<file path="config.mk">
export PLATFORM = sky130hd
export DESIGN_NAME = matmul_share_arbiter
export DESIGN_NICKNAME = d
export VERILOG_FILES = /design/src/rtl/matmul_share_arbiter.sv
export SDC_FILE = /design/constraint.sdc
export NUM_CORES = 1
export LEC_CHECK = 0
export BUFFER_PORTS_ARGS = -buffer_cell sky130_fd_sc_hd__buf_2
export CAP_MARGIN = 30
export CORE_AREA = 2 2 117 119
export CTS_BUF_LIST = sky130_fd_sc_hd__clkbuf_4
export CTS_CLUSTER_DIAMETER = 120
export DETAILED_ROUTE_END_ITERATION = 16
export DIE_AREA = 0 0 119 121
export PLACE_DENSITY = 0.45
export SLEW_MARGIN = 20
export SYNTH_ARGS = -nofsm -noshare
export SYNTH_HDL_FRONTEND = slang
export SYNTH_SLANG_ARGS = --single-unit
</file>
<file path="constraint.sdc">
create_clock -name clk -period 1.7 [get_ports clk]
set_input_delay 0.085 -clock clk [delete_from_list [all_inputs] [get_ports clk]]
set_output_delay 0.085 -clock clk [all_outputs]
set_load 0.01 [all_outputs]
</file>
<file path="src/rtl/matmul_share_arbiter.sv">
// matmul_share_arbiter
// Shares one sequential matrix multiplier core between two requesters.
// Grants jobs round-robin, holds the core in reset for CLR_CYCLES at job
// start, steers operands/results to the granted requester and pulses
// job_done to the finished requester.
//
// Ports:
//   clk, rst                     clock, synchronous active-high reset
//   req[1:0]                     job request per requester (level, sampled in IDLE)
//   gnt[1:0], job_done[1:0]      one-hot grant, one-cycle completion pulse
//   a_i,a_j,b_i,b_j              operand indices (core indices passed through)
//   a0_in,b0_in,a1_in,b1_in      operands from requester 0 / 1
//   z_out,z_i,z_j,z_stb,z_ack    result handshake towards requesters
//   core_*                       connection to the shared core
//
// state | meaning
// ------+--------------------------------------------------------------
// IDLE  | no job; sample req and latch grant
// CLR   | core held in reset for CLR_CYCLES; result counter cleared
// RUN   | core started; count acked results until done and m*m reached
// DONE  | one cycle: job_done pulse, rr pointer updated, grant released
module matmul_share_arbiter #(
   parameter int m          = 4,
   parameter int W          = 32,
   parameter int IW         = 2,
   parameter int CLR_CYCLES = 2
) (
   input  logic          clk,
   input  logic          rst,
   input  logic [1:0]    req,
   output logic [1:0]    gnt,
   output logic [1:0]    job_done,
   output logic [IW-1:0] a_i,
   output logic [IW-1:0] a_j,
   output logic [IW-1:0] b_i,
   output logic [IW-1:0] b_j,
   input  logic [W-1:0]  a0_in,
   input  logic [W-1:0]  b0_in,
   input  logic [W-1:0]  a1_in,
   input  logic [W-1:0]  b1_in,
   output logic [W-1:0]  z_out,
   output logic [IW-1:0] z_i,
   output logic [IW-1:0] z_j,
   output logic [1:0]    z_stb,
   input  logic [1:0]    z_ack,
   output logic          core_rst,
   output logic          core_start,
   output logic [W-1:0]  core_a_in,
   output logic [W-1:0]  core_b_in,
   input  logic [IW-1:0] core_a_i,
   input  logic [IW-1:0] core_a_j,
   input  logic [IW-1:0] core_b_i,
   input  logic [IW-1:0] core_b_j,
   input  logic [W-1:0]  core_z_out,
   input  logic [IW-1:0] core_z_i,
   input  logic [IW-1:0] core_z_j,
   input  logic          core_z_stb,
   output logic          core_z_ack,
   input  logic          core_done
);

   localparam int CW = $clog2(m*m) + 1;
   localparam int KW = (CLR_CYCLES > 1) ? $clog2(CLR_CYCLES) : 1;
   localparam logic [CW-1:0] FULL = CW'(m*m);

   typedef enum logic [1:0] {S_IDLE, S_CLR, S_RUN, S_DONE} state_t;

   state_t        state_q, state_d;
   logic [1:0]    gnt_q, gnt_d;
   logic          rr_q, rr_d;      // index of the requester served last
   logic [CW-1:0] cnt_q, cnt_d;
   logic [KW-1:0] clr_q, clr_d;    // CLR cycles remaining, minus one
   logic          run;

   assign run = (state_q == S_RUN);

   always_ff @(posedge clk) begin
      if (rst) begin
         state_q <= S_IDLE;
         gnt_q   <= 2'b00;
         rr_q    <= 1'b1;          // "last served = 1" makes requester 0 win first
         cnt_q   <= '0;
         clr_q   <= '0;
      end else begin
         state_q <= state_d;
         gnt_q   <= gnt_d;
         rr_q    <= rr_d;
         cnt_q   <= cnt_d;
         clr_q   <= clr_d;
      end
   end

   always_comb begin
      state_d = state_q;
      gnt_d   = gnt_q;
      rr_d    = rr_q;
      cnt_d   = cnt_q;
      clr_d   = clr_q;
      case (state_q)
         S_IDLE: begin
            if (req != 2'b00) begin
               state_d = S_CLR;
               clr_d   = KW'(CLR_CYCLES - 1);
               if (req == 2'b11) gnt_d = rr_q ? 2'b01 : 2'b10;
               else              gnt_d = req;
            end
         end
         S_CLR: begin
            cnt_d = '0;
            if (clr_q == '0) state_d = S_RUN;
            else             clr_d   = clr_q - 1'b1;
         end
         S_RUN: begin
            if (core_z_stb && core_z_ack && (cnt_q != FULL)) cnt_d = cnt_q + 1'b1;
            // completion is judged on the count before this cycle's handshake
            if (core_done && (cnt_q == FULL)) state_d = S_DONE;
         end
         S_DONE: begin
            rr_d    = gnt_q[1];
            gnt_d   = 2'b00;
            state_d = S_IDLE;
         end
         default: state_d = S_IDLE;
      endcase
   end

   assign gnt        = gnt_q;
   assign job_done   = (state_q == S_DONE) ? gnt_q : 2'b00;
   assign core_rst   = rst | (state_q == S_CLR);
   assign core_start = run;
   assign z_stb      = (core_z_stb && run) ? gnt_q : 2'b00;
   assign core_z_ack = run && (|(z_ack & gnt_q));

   always_comb begin
      core_a_in = '0;
      core_b_in = '0;
      if (gnt_q[0]) begin
         core_a_in = a0_in;
         core_b_in = b0_in;
      end else if (gnt_q[1]) begin
         core_a_in = a1_in;
         core_b_in = b1_in;
      end
   end

   assign a_i   = core_a_i;
   assign a_j   = core_a_j;
   assign b_i   = core_b_i;
   assign b_j   = core_b_j;
   assign z_out = core_z_out;
   assign z_i   = core_z_i;
   assign z_j   = core_z_j;

endmodule

</file>
---- After elaboration in Yosys (flattened, before gate mapping) ----
Cells that the tools add are included.
word-level totals
  bits in registers ....................... 11
  bits of input ports ..................... 180
  output and inout port bits .............. 117
  word-level logic and storage cells ...... 53
cells by class
  add/subtract/negate cells ............... 2
  equality and inequality tests ........... 10
  multiplexer cells ....................... 19
  bitwise logic cells ..................... 2
  reductions and logical operators ........ 15
operators with widths
  kind                   number
  $mux W32               4
  $mux W2                8
  $pmux W5 S2            1
  $pmux W2 S4            1
  $reduce_bool A2 Y1     4
  $eq A2 B2 Y1 const B   3
  $reduce_and A2 Y1      3
  $add A5 B1 Y5 const B  1
  $eq A5 B5 Y1 const B   1
  $logic_and A1 B1 Y1    5
  $mux W5                1
  $ne A5 B5 Y1 const B   1
  $ne A2 B1 Y1 const B   2
  $ne A2 B2 Y1 const B   2
  $pmux W2 S2            1
  $reduce_and A3 Y1      1
  $and A2 B2 Y2          1
  $eq A2 B1 Y1 const B   1
  $logic_not A2 Y1       1
  $mux W1                2
  $pmux W1 S2            1
  $reduce_or A2 Y1       1
  $or A1 B1 Y1           1
  $sub A1 B1 Y1 const B  1

---- Longest topological paths before layout ----
Gate-level depths: netlist of run 1.
  depth after elaboration ................. 7
  mapped depth ............................ 6
  mapped depth without buffers ............ 5

---- Worst setup path before layout of run 1 ----
Ideal clock, no wire load.
  path type ............................... reg-to-reg
  from .................................... reg state_q[0]
  to ...................................... reg cnt_q[4]
  setup time .............................. 0.095 ns
  arrival time ............................ 1.596 ns
  data required time ...................... 1.605 ns
  setup slack ............................. 0.008 ns
  cell stages (with the launch flop) ...... 7
  cell sequence ........................... dfxtp_1 inv_1 ha_1 buf_4 nand3_1 or4_1 a221oi_1
on the way
  cells in the longest elaborated chain, start to end .. 6
  elaborated cells between the ends (all ways) .. 9
  classes of those cells .................. eq/ne (3); mux (1); reduce/logical (5)
ends and longest elaborated chain
  what                               line  text
  start, declared                    68    state_t state_q, state_d;
  start signal, assigned             85    state_q <= state_d;
  $eq A2 B2 Y1 (*)                   75    assign run = (state_q == S_RUN);
  named net core_start               47    output logic core_start,
  $logic_and A1 B1 Y1                132   assign core_z_ack = run && (|(z_ack & gnt_q));
  $logic_and A1 B1 Y1 (2 in series)  114   if (core_z_stb && core_z_ack && (cnt_q != FULL)) cnt_d = cnt_q + 1'b1;
  $ne A2 B1 Y1 (no line)             -
  $reduce_and A2 Y1 (no line)        -
  end signal, assigned               88    cnt_q <= cnt_d;
  end, declared                      71    logic [CW-1:0] cnt_q, cnt_d;
Mark *: on every way through the listed nets, which the timed path passes. The rest lies on a longest branch.
A chain may end at the register's enable or synchronous reset.

---- Final worst setup path of run 1 ----
  from .................................... reg gnt_q[1] (netlist: gnt[1])
  to ...................................... out core_a_in[8]
on the way
  cells in the longest elaborated chain, start to end .. 2
ends and longest elaborated chain
  what                    line  text
  start, declared         69    logic [1:0] gnt_q, gnt_d;
  start signal, assigned  86    gnt_q <= gnt_d;
  $mux W32                140   end else if (gnt_q[1]) begin
  $mux W32                137   if (gnt_q[0]) begin
  end, declared           48    output logic [W-1:0] core_a_in,
Every way passes these cells.

==> results of run 1 <==
## stage by stage
stage	hold slack (ns)	cell area (um2)
2_1_floorplan	0.2618	1672
3_3_place_gp	0.1701	2603
3_5_place_dp	0.1701	2603
4_1_cts	0.08171	2638
5_1_grt	0.08430	2676
6_report	0.09574	2676
## state kept, by name, summed over array words and instances, names as in the netlist
signal and count:
clr_q 1, cnt_q 5, gnt 2, rr_q 1, state_q 2
## layout by cell type (no fill, tap or decap), types with 2 or more instances in the layout
cell type,count
o21ai_0,3
nor2_1,3
o31ai_1,2
mux2i_1,5
buf_2,208
dfxtp_1,9
ha_1,6
buf_4,5
nand2_1,10
nand2b_1,2
dfxtp_2,2
o211ai_1,4
and2_1,3
or4_1,2
a211o_1,2
and3_1,2
a221oi_1,2
clkbuf_4,4
inv_1,7
a22o_1,64
a21oi_1,2
## worst paths after layout
kind / depth (start not counted) / slack (ns) / startpoint / to
max: 4 / 0.06 / gnt[1] / core_a_in[8]
min: 2 / 0.1 / rst / cnt_q[4]
min reg2reg: 1 / 0.46 / rr_q / rr_q
max reg2reg: 5 / 0.13 / state_q[1] / state_q[0]
## cells in the mapped netlist, types with 3 or more instances
master / number
buf_1: 5
and2_1: 3
inv_1: 8
a221oi_1: 3
a22o_1: 64
dfxtp_1: 11
o21ai_0: 3
o211ai_1: 4
mux2i_1: 5
buf_4: 46
clkbuf_1: 8
nor2_1: 3
ha_1: 7
nand2_1: 10
## report_power, final
group          total, W  internal (W)  switching, W
clock          0.000212      0.000107      0.000105
sequential     0.000377      0.000312     0.0000643
combinational   0.00242       0.00112       0.00130
total           0.00301       0.00154       0.00147
## cells by family after synthesis
kind of cell / Yosys count / share of synthesized area
compound gates: 83 / 0.4222
simple gates: 31 / 0.1018
fa+ha+maj: 7 / 0.05239
flops: 11 / 0.1317
mux: 5 / 0.02994
buf+inv: 70 / 0.2620
## metal layers
metal	track usage	vias to the layer above	share of wire
li1	-	1059	-
met1	0.1330	1040	0.35
met2	0.1620	143	0.39
met3	0.1457	10	0.25
met4	0.01414	0	0.0084
met5	0	-	0
## area by class of cell
| type | count | area (um2) |
|---|---|---|
| Fill cell | 1459 | 10410 |
| Tap cell | 176 | 220.2 |
| Sequential cell | 11 | 222.7 |
| Inverter | 9 | 33.78 |
| Clock buffer | 4 | 30.03 |
| Timing Repair Buffer | 216 | 1135 |
| Multi-Input combinational cell | 126 | 1035 |
## timing repair
item,4_1_cts,5_1_grt
hold buffers,0,0
gates resized for setup,2,4
setup buffers,0,0
setup endpoints to repair,10,3
gates cloned,0,1
==> qor.yml, run 1 <==
status:
  status: "finished clean"
synth:
  syn-instance-count: 207
  ys_top_cells_by_area: "a22o_1, buf_4, dfxtp_1, ha_1, mux2i_1"
  yosysTopAreaCell: "a22o_1"
  yosysSeqAreaShare: 0.1317
  synth_seq_cells: 11
  synth_fp_nets: 394
  ys_types: 33
  avgSynthCellArea_um2: 8.075
  ys_warn_count: 0
  synth_top_area_frac: 0.3353
  mappedNetlistArea_um2: 1672
  synth_edf_count: 0
  ys.flop_type: "dfxtp_1"
  async_reset_ff_frac: 0
die:
  coreArea_um2: 13090
  dieWidth_um: 119
  core.rowCount: 42
  die_h_um: 121
  io_pins: 297
  floorplan.die_area_um2: 14400
  initial_core_util: 0.1277
sta:
  finalCriticalPeriod_ns: 1.644
  clock-skew-final_ns: 0.001371
  final_hold_viol_count: 0
  tightest_slew_ns: 0.4387
  fin_ws_ns: 0.05609
  rsz0062_at_grt: "false"
  fmax_mhz: 608.3
  relSlewSlack: 0.7075
  finalMaxSlewViolations: 0
  setup_viol: 0
  fin_crit_sh: 0.9670
  tns_ns: 0
cts:
  path_clk_slew_ns: 0.08
  clock_path_buffers: 2
  htreeDepth: 1
  numClockSinks: 11
  clk_latency_ns: 0.28
  cts_made_buffers: 3
  cts-root-buf: "clkbuf_4"
  cts_tree: "done"
drt:
  drt-initial-drc-count: 84
  vias_per_cell: 4.155
  dr.pass1.iters: 5
  via_count: 2252
  wl_per_cell_um: 19.08
  drc: 0
  postRouteWirelength_mm: 10.34
  drtAntennaViolNets: 0
layout:
  antenna_cells: 0
  syn2layout_area_growth_pct: 60.11
  instances_no_fill: 542
  final_nets: 554
  fin_util: 0.2045
  drive_gt1_frac: 0.6257
pwr:
  powerDensity_nw_per_um2: 1125
  vdd_drop_max_mv: 0.4191
  leakage_nw: 1.484
  total_power_w: 0.003011
worst_setup_path:
  crit_family: "flip-flops"
  path_max_fanout: 29
  worstPathCellList: "nor2b_4, buf_12, a22o_1, buf_2"
  cp_num_buf_inv: 2
  worstSetupPathType: "flip-flop to primary output"
  crit_path_end_kind: "primary output"
  slowest_delay_ns: 0.42
  slowest_stage: "dfxtp_2"
  worst_ep_arrival_time_ns: 1.56
  worstPathRequired_ns: 1.62
  start_kind: "flip-flop"
global_route:
  grt_max_degree: 59
  grt_pass1_wl_mm: 13.22
  grt-ovfl-total: 0
  grt_pass1_vias: 2026
  antenna_found_initial: 0
  gr-usage-all-layers: 0.1242
placement:
  hpwl_mm: 8.836
  io_buffers: 208
  post-place-ws_ns: 0.1091
  place.gp.congestion: 0.7697
  place_inst: 537
flow_run:
  maxCapViolCount: 0
hold_path:
  hp-class: "primary input to flip-flop"
(Power assumes the default switching activity.)
==> run 2, diff against run 1 <==
--- a/config.mk
+++ b/config.mk
@@ -13,6 +13,7 @@
 export DETAILED_ROUTE_END_ITERATION = 16
 export DIE_AREA = 0 0 119 121
 export PLACE_DENSITY = 0.45
+export SETUP_SLACK_MARGIN = 0.2
 export SLEW_MARGIN = 20
 export SYNTH_ARGS = -nofsm -noshare
 export SYNTH_HDL_FRONTEND = slang
==> run 2 against run 1 <==
Net effect: wire length rose by 11%; die area did not move; final cell count grew 2.2%; core utilization up 2.1 points; sequential power about the same; clock power down 3%; worst setup slack better by 0.13 ns; largest cell class unchanged; largest power group unchanged; highest routed layer unchanged.
==> qor.yml, run 2 (synthesis gave the netlist of run 1 again) <==
worst_setup_path:
  r2r_slack_ns: 0.26
  path_max_fanout: 8
  worst_ep_arrival_time_ns: 1.43
  crit_path_end_kind: "primary output"
  timing.rr.end: "state_q[0]"
  rr_worst_depth: 5
  worstSetupPathType: "flip-flop to primary output"
  start_kind: "flip-flop"
  crit_end: "core_b_in[31]"
  r2r-start: "state_q[1]"
  crit_start: "gnt[1]"
  worstPathRequired_ns: 1.62
pwr:
  vdd_drop_max_mv: 0.4980
  leakage_nw: 1.595
  total_power_w: 0.003643
  powerDensity_nw_per_um2: 1237
layout:
  drive_gt1_frac: 0.6587
  largest_register_ff_count: 5
  final_nets: 566
  syn2layout_area_growth_pct: 76.20
  nFillCells: 1453
  regArea_um2: 230.2
  final_cell_mix: "buf_2, a22o_1, nand2_1"
  design_area_um2: 2945
  antenna_cells: 0
  multi_input_area_um2: 1075
  mostFrequentLayoutCell: "buf_2"
  instances_no_fill: 554
  top_register: "cnt_q"
global_route:
  grt_pass1_vias: 2085
  met1_usage: 0.1287
  met3_usage: 0.1668
  gr-usage-all-layers: 0.1364
  grt_max_degree: 39
  grt_pass1_wl_mm: 14.22
  grt-ovfl-total: 0
  met2_usage: 0.1821
  busiest_layer: "met2"
  antenna_found_initial: 0
cts:
  htreeDepth: 1
  path_clk_slew_ns: 0.07
  clock_path_buffers: 2
  clk_latency_ns: 0.27
  cts-root-buf: "clkbuf_4"
  postCtsHoldBufs: 0
  cts_tree: "done"
  cts_made_buffers: 3
  numClockSinks: 11
sta:
  tightest_slew_ns: 0.3637
  clock-skew-final_ns: 0.001409
  relSlewSlack: 0.7570
  whs_ns: 0.1003
  fmax_mhz: 658.7
  setup_viol: 0
  rsz0062_at_grt: "true"
  finalMaxSlewViolations: 0
  final_hold_viol_count: 0
  finalCriticalPeriod_ns: 1.518
  tns_ns: 0
  fin_crit_sh: 0.8930
die:
  floorplan.die_area_um2: 14400
  core.rowCount: 42
  coreArea_um2: 13090
  die_h_um: 121
  dieWidth_um: 119
  initial_core_util: 0.1277
  io_pins: 297
drt:
  drc: 0
  vias_per_cell: 4.162
  via_count: 2306
  postRouteWirelength_mm: 11.48
  drtAntennaViolNets: 0
  dr.pass1.iters: 4
  wl_per_cell_um: 20.71
  drt-initial-drc-count: 58
placement:
  dpl-instance-area_um2: 2600
  io_buffers: 208
  place.gp.congestion: 0.8145
  place_inst: 533
  hpwl_mm: 8.685
status:
  status: "finished clean"
flow_run:
  maxCapViolCount: 0
hold_path:
  hp-class: "primary input to flip-flop"
## run 2: cell count changes in the layout (fill, tap and decap cells not counted), moves of 2 or more
cell	delta
buf_16	+3
buf_4	+4
clkbuf_16	+3
dfxtp_1	-4
dfxtp_2	+3
ha_4	+2
inv_1	-2
## run 2: repair_timing
action	in CTS	in global routing
setup buffers	3	7
setup endpoints to repair	67	76
resized for setup	9	8
cloned	3	4
pin swaps	0	1
## run 2: metal layers
metal | up-vias | routed length (um)
met2 | 145 | 4562
met1 | 1049 | 3771
met5 | - | 0
met3 | 20 | 2864
met4 | 0 | 277
li1 | 1092 | -
## run 2: worst min-delay path by stage
| stage | start | endpoint | slack [ns] | cells past startpoint |
|---|---|---|---|---|
| floorplan | core_a_i[0] | a_i[0] | 0.26 | 1 |
| global placement | core_a_j[0] | a_j[0] | 0.17 | 0 |
| detailed placement | core_a_j[0] | a_j[0] | 0.17 | 0 |
| CTS | rst | gnt[0] | 0.09 | 2 |
| global route | rst | cnt_q[4] | 0.11 | 2 |
| finish | rst | gnt[0] | 0.10 | 2 |
## run 2: critical path, cell delays in order (launching register included)
cell	delay (ns)
dfxtp_4	0.34
nor2b_4	0.22
buf_4	0.16
buf_12	0.13
a22o_1	0.16
buf_2	0.14
## run 2: area by class of cell
cell class / instances / area share
clock buffers: 4 / 0.01020
inverters: 9 / 0.01232
multi-input cells: 126 / 0.3649
flip-flops and latches: 11 / 0.07817
well taps: 176 / 0.07477
repair buffers: 228 / 0.4596
## run 2: through the flow
| step | utilization | setup slack [ns] |
|---|---|---|
| finish | 0.2251 | 0.1819 |
| global route | 0.2251 | 0.1029 |
| CTS | 0.2112 | 0.1579 |
| detailed placement | 0.1987 | 0.1684 |
| global placement | 0.1987 | 0.2007 |
| floorplan | - | 0.2477 |
## run 2: report_power, final
group          switching, W  internal (W)  total, W  leakage, nW
logic               0.00151       0.00156   0.00306         1.48
clock network     0.0000988      0.000107  0.000206       0.0184
registers         0.0000541      0.000320  0.000374       0.0925
